==> config.mk <==
export PLATFORM = sky130hd
export DESIGN_NAME = fetch_stage
export DESIGN_NICKNAME = d
export VERILOG_FILES = /design/src/rtl/fetch_stage.sv
export SDC_FILE = /design/constraint.sdc
export NUM_CORES = 1
export LEC_CHECK = 0
export ABC_CLOCK_PERIOD_IN_PS = 2200
export BUFFER_PORTS_ARGS = -buffer_cell sky130_fd_sc_hd__buf_4
export CORE_UTILIZATION = 44
export DETAILED_ROUTE_END_ITERATION = 10
export PLACE_DENSITY = 0.84
export SLEW_MARGIN = 20
export SYNTH_ARGS = -nofsm -noshare
export SYNTH_HDL_FRONTEND = slang
export SYNTH_SLANG_ARGS = --single-unit
==> constraint.sdc <==
create_clock -name clk -period 2.2 [get_ports clk]
set_clock_uncertainty 0.1 [all_clocks]
set_input_delay 0.55 -clock clk [delete_from_list [all_inputs] [get_ports clk]]
set_output_delay 0.55 -clock clk [all_outputs]
set_load 0.01 [all_outputs]
==> src/rtl/fetch_stage.sv <==
// fetch_stage: PC owner and IF/ID register with redirect, halt and misalignment fault; FETCH_PERF_EN adds perf counters
module fetch_stage #(
    parameter logic [31:0] RESET_PC     = 32'h0000_0000,
    parameter int          IMEM_DEPTH   = 128,
    parameter bit          HALT_ON_ZERO = 1'b1
) (
    input  logic        clk,
    input  logic        rst_n,
    output logic [31:0] imem_addr,
    input  logic [31:0] imem_rdata,
    input  logic        redirect_valid,
    input  logic [31:0] redirect_pc,
    input  logic        id_ready,
`ifdef FETCH_PERF_EN
    output logic [31:0] perf_fetch_count,
    output logic [15:0] perf_flush_count,
`endif
    output logic        id_valid,
    output logic [31:0] id_instr,
    output logic [31:0] id_pc,
    output logic        halted,
    output logic        fault
);
    typedef enum logic [1:0] {RUN, HALT, FAULT} state_t;
    state_t      state;
    logic [31:0] pc;
    logic        accept;
    logic        out_of_range;
    logic        end_word;
    assign imem_addr    = pc >> 2;
    assign accept       = !id_valid || id_ready;
    assign out_of_range = {2'b00, pc[31:2]} >= 32'(IMEM_DEPTH);
    assign end_word     = HALT_ON_ZERO && (imem_rdata == 32'h0);
    assign halted       = state == HALT;
    assign fault        = state == FAULT;
    // PC, fetch state and IF/ID register; redirect outranks range and zero checks
    always_ff @(posedge clk or negedge rst_n) begin
        if (!rst_n) begin
            pc       <= RESET_PC;
            state    <= RUN;
            id_valid <= 1'b0;
            id_instr <= 32'h0;
            id_pc    <= 32'h0;
        end else if (state == FAULT) begin
            id_valid <= 1'b0;
        end else if (redirect_valid) begin
            id_valid <= 1'b0;
            if (redirect_pc[1:0] == 2'b00) begin
                pc    <= redirect_pc;
                state <= RUN;
            end else begin
                state <= FAULT;
            end
        end else if (state == HALT) begin
            if (id_ready) id_valid <= 1'b0;
        end else if (accept) begin
            if (out_of_range || end_word) begin
                state    <= HALT;
                id_valid <= 1'b0;
            end else begin
                id_instr <= imem_rdata;
                id_pc    <= pc;
                id_valid <= 1'b1;
                pc       <= pc + 32'd4;
            end
        end
    end
`ifdef FETCH_PERF_EN
    logic do_fetch;
    logic do_flush;
    assign do_fetch = (state == RUN) && !redirect_valid && accept && !out_of_range && !end_word;
    assign do_flush = (state != FAULT) && redirect_valid && id_valid;
    // Free-running wrap-around counters of issued fetches and flushed instructions
    always_ff @(posedge clk or negedge rst_n) begin
        if (!rst_n) begin
            perf_fetch_count <= 32'h0;
            perf_flush_count <= 16'h0;
        end else begin
            perf_fetch_count <= perf_fetch_count + 32'(do_fetch);
            perf_flush_count <= perf_flush_count + 16'(do_flush);
        end
    end
`endif
endmodule

==> impl_metrics.tcl, run 1 <==
set metrics [dict create \
    status "complete, but fails checks" \
    failed_checks "setup timing" \
    rr_endpoint "id_instr[25]" \
    hold_class "in2async" \
    drc_errors 0 \
    cts_sinks 99 \
    synthDistinctLibCells 37 \
    ant_nets 0 \
    fin_crit_ps 2284 \
    timing.final.hold_violations 0 \
    relSlewSlack_pct 62.63 \
    cp_max_fo 16 \
    synth_top_area_share_pct 59.10 \
    synth_xor_xnor_area_share_pct 0.2090 \
    preCtsSetupSlack_ps -249.4 \
    crit_chain "nor4_1 > nand2_1 > a211o_1 > nor3_4 > buf_6 > buf_12 > mux2_2" \
    path_depth 7 \
    place.gp.congestion 0.7893 \
    max-clock-path-buffers 2 \
    grtUsageTotal_pct 23.05 \
    drt_iter0_drc 103 \
    syn_area_um2 4192 \
    fillCellCount 693 \
    yosys.area_share.simple_pct 15.52 \
    numPlacedInstances 652 \
    rsz0062_at_grt "true" \
    cp_num_buf_inv 2 \
    synth_edf_count 0 \
    regToRegSetupSlack_ps -80 \
    area_growth_pct 46.69 \
    portBuffers 164 \
    finalCritPeriodShare_pct 103.8 \
    drt_first_pass_iters 4 \
    ioPinCount 167 \
    r2r-start "pc[18]" \
    die_area_um2 9920 \
    antenna_found_initial 0 \
    fin_hold_ws_ps 87.16 \
    path_delay_family "simple AND/OR/NAND/NOR gates" \
    synth_fa_ha_area_share_pct 0.5970 \
    avgSynthCellArea_um2 12.04 \
    wl_um 10850 \
    hpwlAfterDp_um 7745 \
    yosys-top-cells-area "dfrtp_1 59%, mux2_2 11%, buf_4 6.8%" \
    yosysWarnings 0 \
    fp.dieH_um 99.60 \
    worst_pin_slew_ps 560.6 \
    cap_violations 0 \
    die_width_um 99.60 \
    startpoint "pc[18]" \
    yosysTopAreaCell "dfrtp_1" \
    muxShareOfSynthArea_pct 10.75 \
    power_density_nw_per_um2 811.4 \
    layout.nets 609 \
    cts_buffers 9 \
    setup_viol 40 \
    vias 3331 \
    peakVddDrop_mv 0.4113 \
    antenna_cells 0 \
    synth-compound-area-share_pct 5.791 \
    grt-ovfl-total 0 \
    clk_pin_slew_worst_paths_ps 100 \
    p_total_mw 4.989 \
    cts_root_buffer "clkbuf_8" \
    via_per_inst 4.949 \
    critPathArrivalTime_ps 2450 \
    grt_max_degree 100 \
    route.detailed.wl_per_inst_um 16.11 \
    reg2regPathDepth 7 \
    worst_slack_ps -83.93 \
    instances_no_fill 673 \
    worstSetupStartpointType "flip-flop" \
    coreArea_um2 9240 \
    async_flop_share_pct 100.0 \
    fin_area_um2 6148 \
    worstPathRequired_ps 2360 \
    drv_slew 0 \
    end_kind "flip-flop" \
    crit_type "reg2reg" \
    synth_top_family_by_area "simple AND/OR/NAND/NOR gates" \
    grt_pass1_wl_um 17370 \
    fmax_mhz 437.8 \
    placed_area_um2 5733 \
    synth-seq-area-share_pct 59.10 \
    p_leak_nw 3.174 \
    start_util_pct 45.36 \
    clk_latency_ps 370 \
    synthCells 348 \
    row_count 35 \
    cts_max_level 3 \
    crit_slowest_cell "nor4_1" \
    cts_tree "built" \
    ys.flop_type "dfrtp_1" \
    ys_ff_latch 99 \
    worst_path_largest_cell_delay_ps 410 \
    drive_gt1_share_pct 54.96 \
    grt_pass1_vias 3434 \
]
==> worst reg2reg max path: stages, from the launching register on <==
cell and delay [ps]:
dfrtp_1 390, nor4_1 410, nand2_1 90, a211o_1 350
nor3_4 170, buf_6 180, buf_12 160, mux2_2 340
==> stage by stage <==
| step | setup TNS (ps) | utilization (%) |
|---|---|---|
| after global routing | -5689 | 66.54 |
| after global placement | -13650 | 62.04 |
| after floorplan | 0 | - |
| after CTS | -1303 | 66.23 |
| final | -2302 | 66.54 |
| after detailed placement | -13170 | 62.04 |
==> repair_timing <==
item / 4_1_cts / 5_1_grt
gates cloned: 1 / 0
endpoints found under the setup margin: 75 / 76
hold buffers: 0 / 0
gates resized for setup: 34 / 6
buffers inserted: 5 / 1
pin swaps: 2 / 5
==> power breakdown <==
part	internal (mW)	switching, mW	leakage [nW]
Sequential	2.07	0.152	1.28
Combinational	0.899	0.739	1.80
Clock	0.478	0.653	0.0961
Total	3.45	1.54	3.17
==> cells in the mapped netlist (all sizes together) (4+ instances only) <==
library cell  instances
nor4                 16
dfrtp                99
nor2                 28
nor3                 12
and3                  5
nand2                27
inv                   5
buf                  39
a22o                  6
nor2b                25
o21ai                 4
clkbuf                6
nand4                 4
mux2                 40
==> state kept, by name, indices dropped and copies added (netlist names) <==
signal,count
state,2
id_instr,32
id_pc,32
pc,32
id_valid,1
==> area by class of cell <==
| class | instances | area, µm² | share of cell area (%) |
|---|---|---|---|
| clock buffer | 11 | 151.4 | 2.462 |
| multi-input combinational | 200 | 1554 | 25.27 |
| timing repair buffer | 224 | 1750 | 28.47 |
| clock inverter | 5 | 35.03 | 0.5698 |
| tap | 129 | 161.4 | 2.625 |
| inverter | 5 | 18.77 | 0.3053 |
| sequential | 99 | 2477 | 40.29 |
==> cell families after synthesis <==
| family | count (synthesis) |
|---|---|
| adder cells (fa/ha/maj) | 2 |
| flip-flops | 99 |
| AO/OA/AOI/OAI | 29 |
| AND/OR/NAND/NOR | 126 |
| multiplexers | 40 |
| XOR/XNOR | 1 |
| other | 1 |
| buffers and inverters | 50 |
==> worst max-delay path by stage <==
stage                              end
after detailed placement         pc[2]
after CTS                 id_instr[23]
after floorplan                 pc[14]
after global routing      id_instr[23]
final                     id_instr[25]
after global placement        id_pc[2]
==> cell usage in the layout, fill, tap and decap left out, drive strengths merged <==
cell type  instances
a211o              1
a211oi             3
a21o               1
a21oi              2
a221oi             1
a22o               6
a311oi             3
a31o               1
and2               2
and3               5
buf              224
clkbuf            11
clkinv             2
clkinvlp           1
conb               2
dfrtp             99
ha                 2
inv                7
mux2              40
nand2             27
nand3              3
nand4              4
nor2              28
nor2b             25
nor3              12
nor4              16
o21a               2
o21ai              4
o221a              3
o22ai              2
or3                3
or4                1
xor2               1
==> metal layers <==
layer / up-vias / share of wire [%] / GRT usage, %
li1: 1559 / - / -
met1: 1631 / 43 / 29.92
met2: 123 / 49 / 37.18
met3: 18 / 6.5 / 7.027
met4: 0 / 1.6 / 7.240
met5: - / 0 / 0
Note: power is estimated with default switching activity, not from simulation.
==> run 2: changes to the inputs <==
Settings changed: PLACE_DENSITY 0.84 to 0.76.
==> impl_metrics.tcl, run 2 (same netlist as run 1, synthesis figures left out) <==
set metrics [dict create \
    regToRegSetupSlack_ps -60 \
    grt_max_degree 38 \
    die_area_um2 9920 \
    cp_max_fo 30 \
    hold_class "in2async" \
    p_total_mw 4.955 \
    portBuffers 164 \
    drc_errors 0 \
    clk_pin_slew_worst_paths_ps 100 \
    cts-hold-fix-buffers 0 \
    end_kind "flip-flop" \
    route.detailed.wl_per_inst_um 15.30 \
    cts_root_buffer "clkbuf_8" \
    place.gp.congestion 0.7787 \
    fillCellCount 695 \
    grtUsageTotal_pct 21.70 \
    worst_slack_ps -57.16 \
    row_count 35 \
    ant_nets 0 \
    worstSetupStartpointType "flip-flop" \
    fmax_mhz 443.0 \
    grt_pass1_vias 3430 \
    reg2regPathDepth 7 \
    layout_commonest_cell "buf_4" \
    finalCritPeriodShare_pct 102.6 \
    grt-ovfl-total 0 \
    setup_viol 39 \
    layout.nets 612 \
    cts_buffers 9 \
    peakVddDrop_mv 0.3736 \
    startpoint "pc[26]" \
    clk_latency_ps 360 \
    cap_violations 0 \
    power_density_nw_per_um2 812.1 \
    crit_end "id_instr[5]" \
    vias 3297 \
    fin_hold_ws_ps 56.07 \
    layout_common_cells "220 x buf_4, 99 x dfrtp_1, 36 x mux2_2" \
    max-clock-path-buffers 2 \
    rsz0062_at_grt "true" \
    area_growth_pct 45.58 \
    fin_area_um2 6102 \
    placed_area_um2 5781 \
    multi_input_area_um2 1480 \
    coreArea_um2 9240 \
    antenna_cells 0 \
    drt_first_pass_iters 4 \
    cts_max_level 3 \
    drt_iter0_drc 110 \
    crit_type "reg2reg" \
    r2r-start "pc[26]" \
    grt_pass1_wl_um 16610 \
    worstPathRequired_ps 2350 \
    preCtsSetupSlack_ps -301.5 \
    rr_endpoint "id_instr[5]" \
    start_util_pct 45.36 \
    fin_crit_ps 2257 \
    ioPinCount 167 \
    timing.final.hold_violations 0 \
    failed_checks "setup timing" \
    relSlewSlack_pct 66.29 \
    drv_slew 0 \
    cts_sinks 99 \
    die_width_um 99.60 \
    drive_gt1_share_pct 54.66 \
    fp.dieH_um 99.60 \
    hpwlAfterDp_um 7728 \
    status "complete, but fails checks" \
    critPathArrivalTime_ps 2400 \
    antenna_found_initial 0 \
    tns_ps -1548 \
    via_per_inst 4.877 \
    p_leak_nw 3.147 \
    cts_tree "built" \
    wl_um 10340 \
    worst_pin_slew_ps 505.6 \
    seq_area_um2 2477 \
    top_regs "id_instr: 32 flops, id_pc: 32 flops, pc: 32 flops" \
]
[run 2: cell types whose count changed in the layout (fill, tap and decap cells not counted), moves of 3 or more]
cell and change:
buf_4 +3, mux2_2 +19, mux2_4 -19, nor4_2 -4
[run 2: metrics by stage]
step           utilization (%)  instances
2_1_floorplan                -        349
3_3_place_gp             62.56        655
3_5_place_dp             62.56        655
4_1_cts                  65.65        675
5_1_grt                  66.04        676
6_report                 66.04        676
[run 2: timing repair]
action	in CTS	in global routing
hold endpoints to repair	0	0
buffers inserted	4	2
pin swaps	3	2
resized for setup	12	6
endpoints found under the setup margin	78	59
[run 2: worst min-delay path by stage]
stage                     startpoint     endpoint  slack, ps  depth (start not counted)
after detailed placement       pc[0]        pc[0]        370                          1
after CTS                      rst_n       pc[10]         60                          1
final                          rst_n       pc[26]         60                          1
after global routing           rst_n       pc[28]         70                          1
after global placement         pc[1]        pc[1]        360                          1
after floorplan                rst_n  id_instr[0]        150                          0
[run 2: final cells by class]
class	instances	area share [%]
flip-flops and latches	99	40.60
repair buffers	227	29.34
multi-input cells	200	24.26
well taps	129	2.645
clock buffers	10	2.091
clock inverters	6	0.7587
inverters	5	0.3076
[run 2: layer usage]
metal  GRT usage, %  part of all wire, %  vias up
met2          34.99                   48      128
met4          8.145                  1.8        0
met1          27.90                   44     1588
met3          6.254                  6.6       16
met5              0                    0        -
li1               -                    -     1565
[run 2: power breakdown]
part	total [mW]	internal [mW]	switching [mW]
clock network	1.06	0.422	0.640
logic	1.65	0.914	0.734
registers	2.25	2.07	0.178
total	4.96	3.40	1.55
[run 2: critical path, stage by stage, from the launching register on]
cell and delay (ps):
dfrtp_1 420, nor4_4 280, nand4_1 140, a211o_1 300, nor3_4 200, buf_12 160, buf_16 180, mux2_2 350
==> run 3: changes to the inputs <==
==> constraint.sdc (replaced) <==
create_clock -name clk -period 2.2 [get_ports clk]
set_clock_uncertainty 0.1 [all_clocks]
set_input_delay 0 -clock clk [delete_from_list [all_inputs] [get_ports clk]]
set_output_delay 0 -clock clk [all_outputs]
set_load 0.01 [all_outputs]
==> impl_metrics.tcl, run 3 (same netlist as run 1, synthesis figures left out) <==
set metrics [dict create \
    clk_pin_slew_worst_paths_ps 110 \
    crit_chain "nor4_2 > nand4_1 > a211o_1 > nor3_4 > buf_6 > clkbuf_16 > mux2_4" \
    route.detailed.wl_per_inst_um 18.37 \
    power_frac_comb_pct 33.8 \
    top_regs "id_instr: 32 flops, id_pc: 32 flops, pc: 32 flops" \
    ioPinCount 167 \
    cp_num_buf_inv 2 \
    row_count 35 \
    grt-ovfl-total 0 \
    final_core_util_pct 74.94 \
    setup_viol 47 \
    end_kind "flip-flop" \
    rsz0062_at_grt "true" \
    fillCellCount 567 \
    die_area_um2 9920 \
    instances_no_fill 738 \
    finalCritPeriodShare_pct 104.1 \
    worst_pin_slew_ps 633.9 \
    startpoint "pc[30]" \
    die_width_um 99.60 \
    p_clk_share_pct 23.3 \
    layout_common_cells "210 x buf_4, 99 x dfrtp_1, 68 x dlygate4sd3_1" \
    grt_max_degree 47 \
    coreArea_um2 9240 \
    cp_max_fo 7 \
    drive_gt1_share_pct 48.77 \
    grtUsageTotal_pct 26.44 \
    hold_class "in2async" \
    cts_max_level 3 \
    worst_slack_ps -90.89 \
    cts_root_buffer "clkbuf_8" \
    seq_power_share_pct 42.8 \
    critPathArrivalTime_ps 2450 \
    clk_latency_ps 370 \
    drt_iter0_drc 192 \
    multi_input_area_um2 1589 \
    fmax_mhz 436.5 \
    crit_end "id_instr[31]" \
    path_delay_family "simple AND/OR/NAND/NOR gates" \
    fp.dieH_um 99.60 \
    peakVddDrop_mv 0.4822 \
    reg2regPathDepth 7 \
    status "complete, but fails checks" \
    area_growth_pct 65.19 \
    worstPathRequired_ps 2360 \
    failed_checks "setup timing" \
    place.gp.congestion 0.8150 \
    antenna_found_initial 0 \
    via_per_inst 5.072 \
    portBuffers 164 \
    antenna_cells 0 \
    grt_pass1_wl_um 19960 \
    worst_path_largest_cell_delay_ps 420 \
    power_density_nw_per_um2 752.7 \
    layout_commonest_cell "buf_4" \
    grtUsageMet3_pct 7.590 \
    max-clock-path-buffers 2 \
    r2r-start "pc[30]" \
    vias 3743 \
    seq_area_um2 2477 \
    regToRegSetupSlack_ps -90 \
    cts_buffers 9 \
    cts_tree "built" \
    cap_violations 0 \
    netSwitchingFraction_pct 31.34 \
    drc_errors 0 \
    timing.final.hold_violations 0 \
    grt_pass1_vias 3911 \
    internal-power_mw 3.579 \
    path_depth 7 \
    grt_use_met2_pct 44.76 \
    crit_type "reg2reg" \
    worstSetupStartpointType "flip-flop" \
    drv_slew 0 \
    met1_usage_pct 32.41 \
    numPlacedInstances 642 \
    relSlewSlack_pct 57.60 \
    ant_nets 0 \
    p_switching_mw 1.634 \
    rr_endpoint "id_instr[31]" \
    fin_crit_ps 2291 \
    cts_sinks 99 \
    wl_um 13560 \
    drt_first_pass_iters 4 \
    grt.busiest_layer "met2" \
    hpwlAfterDp_um 7688 \
    start_util_pct 45.36 \
    crit_slowest_cell "dfrtp_1" \
    layout.nets 674 \
    p_leak_nw 3.492 \
]
run 3: final cells by class:
type | instances | share of cell area (%)
repair buffers | 289 | 35.81
clock buffers | 9 | 1.789
clock inverters | 7 | 1.066
inverters | 5 | 0.2711
well taps | 129 | 2.331
multi-input cells | 200 | 22.95
flip-flops and latches | 99 | 35.78
run 3: what timing repair did:
item,4_1_cts,5_1_grt
endpoints found under the hold margin,164,0
pin swaps,5,5
hold buffers,68,0
gates cloned,3,2
setup buffers,3,4
resized for setup,15,36
endpoints found under the setup margin,62,79
run 3: power by group through the flow:
stage | registers (mW) | logic [mW] | clock network [mW]
6_report | 2.23 | 1.76 | 1.22
5_1_grt | 2.26 | 1.89 | 1.30
4_1_cts | 2.22 | 1.69 | 1.21
3_5_place_dp | 2.25 | 1.57 | 0
3_3_place_gp | 2.23 | 1.54 | 0
2_1_floorplan | 2.31 | 0.784 | 0
run 3: worst min path at each step:
stage | startpoint | end | slack [ps] | cells after the start
3_3_place_gp | rst_n | id_instr[18] | -230 | 1
2_1_floorplan | rst_n | id_instr[0] | -400 | 0
5_1_grt | rst_n | pc[1] | 100 | 3
6_report | rst_n | pc[13] | 70 | 3
3_5_place_dp | rst_n | id_instr[16] | -220 | 1
4_1_cts | redirect_pc[1] | pc[5] | 20 | 4
run 3: worst min-delay path, stage by stage:
cell	delay (ps)
dlygate4sd3_1	530
buf_4	150
buf_12	250
run 3: per-layer routing:
layer | vias to the layer above | share of wire (%)
met5 | - | 0
met2 | 167 | 50
li1 | 1691 | -
met4 | 0 | 2.7
met3 | 29 | 7.0
met1 | 1856 | 40
run 3: metrics by stage:
| stage | power [mW] | instance area, µm² | hold slack (ps) | TNS (ps) | setup WS (ps) |
|---|---|---|---|---|---|
| after global placement | 3.772 | 5645 | -227.1 | -3656 | -93.51 |
| final | 5.212 | 6924 | 74.55 | -2584 | -90.89 |
| after global routing | 5.452 | 6924 | 102.4 | -6115 | -155.4 |
| after floorplan | 3.093 | 4195 | -395.6 | 0 | 89.14 |
| after detailed placement | 3.817 | 5645 | -223.4 | -6135 | -161.0 |
| after CTS | 5.122 | 6690 | 23.39 | -935.6 | -45.55 |
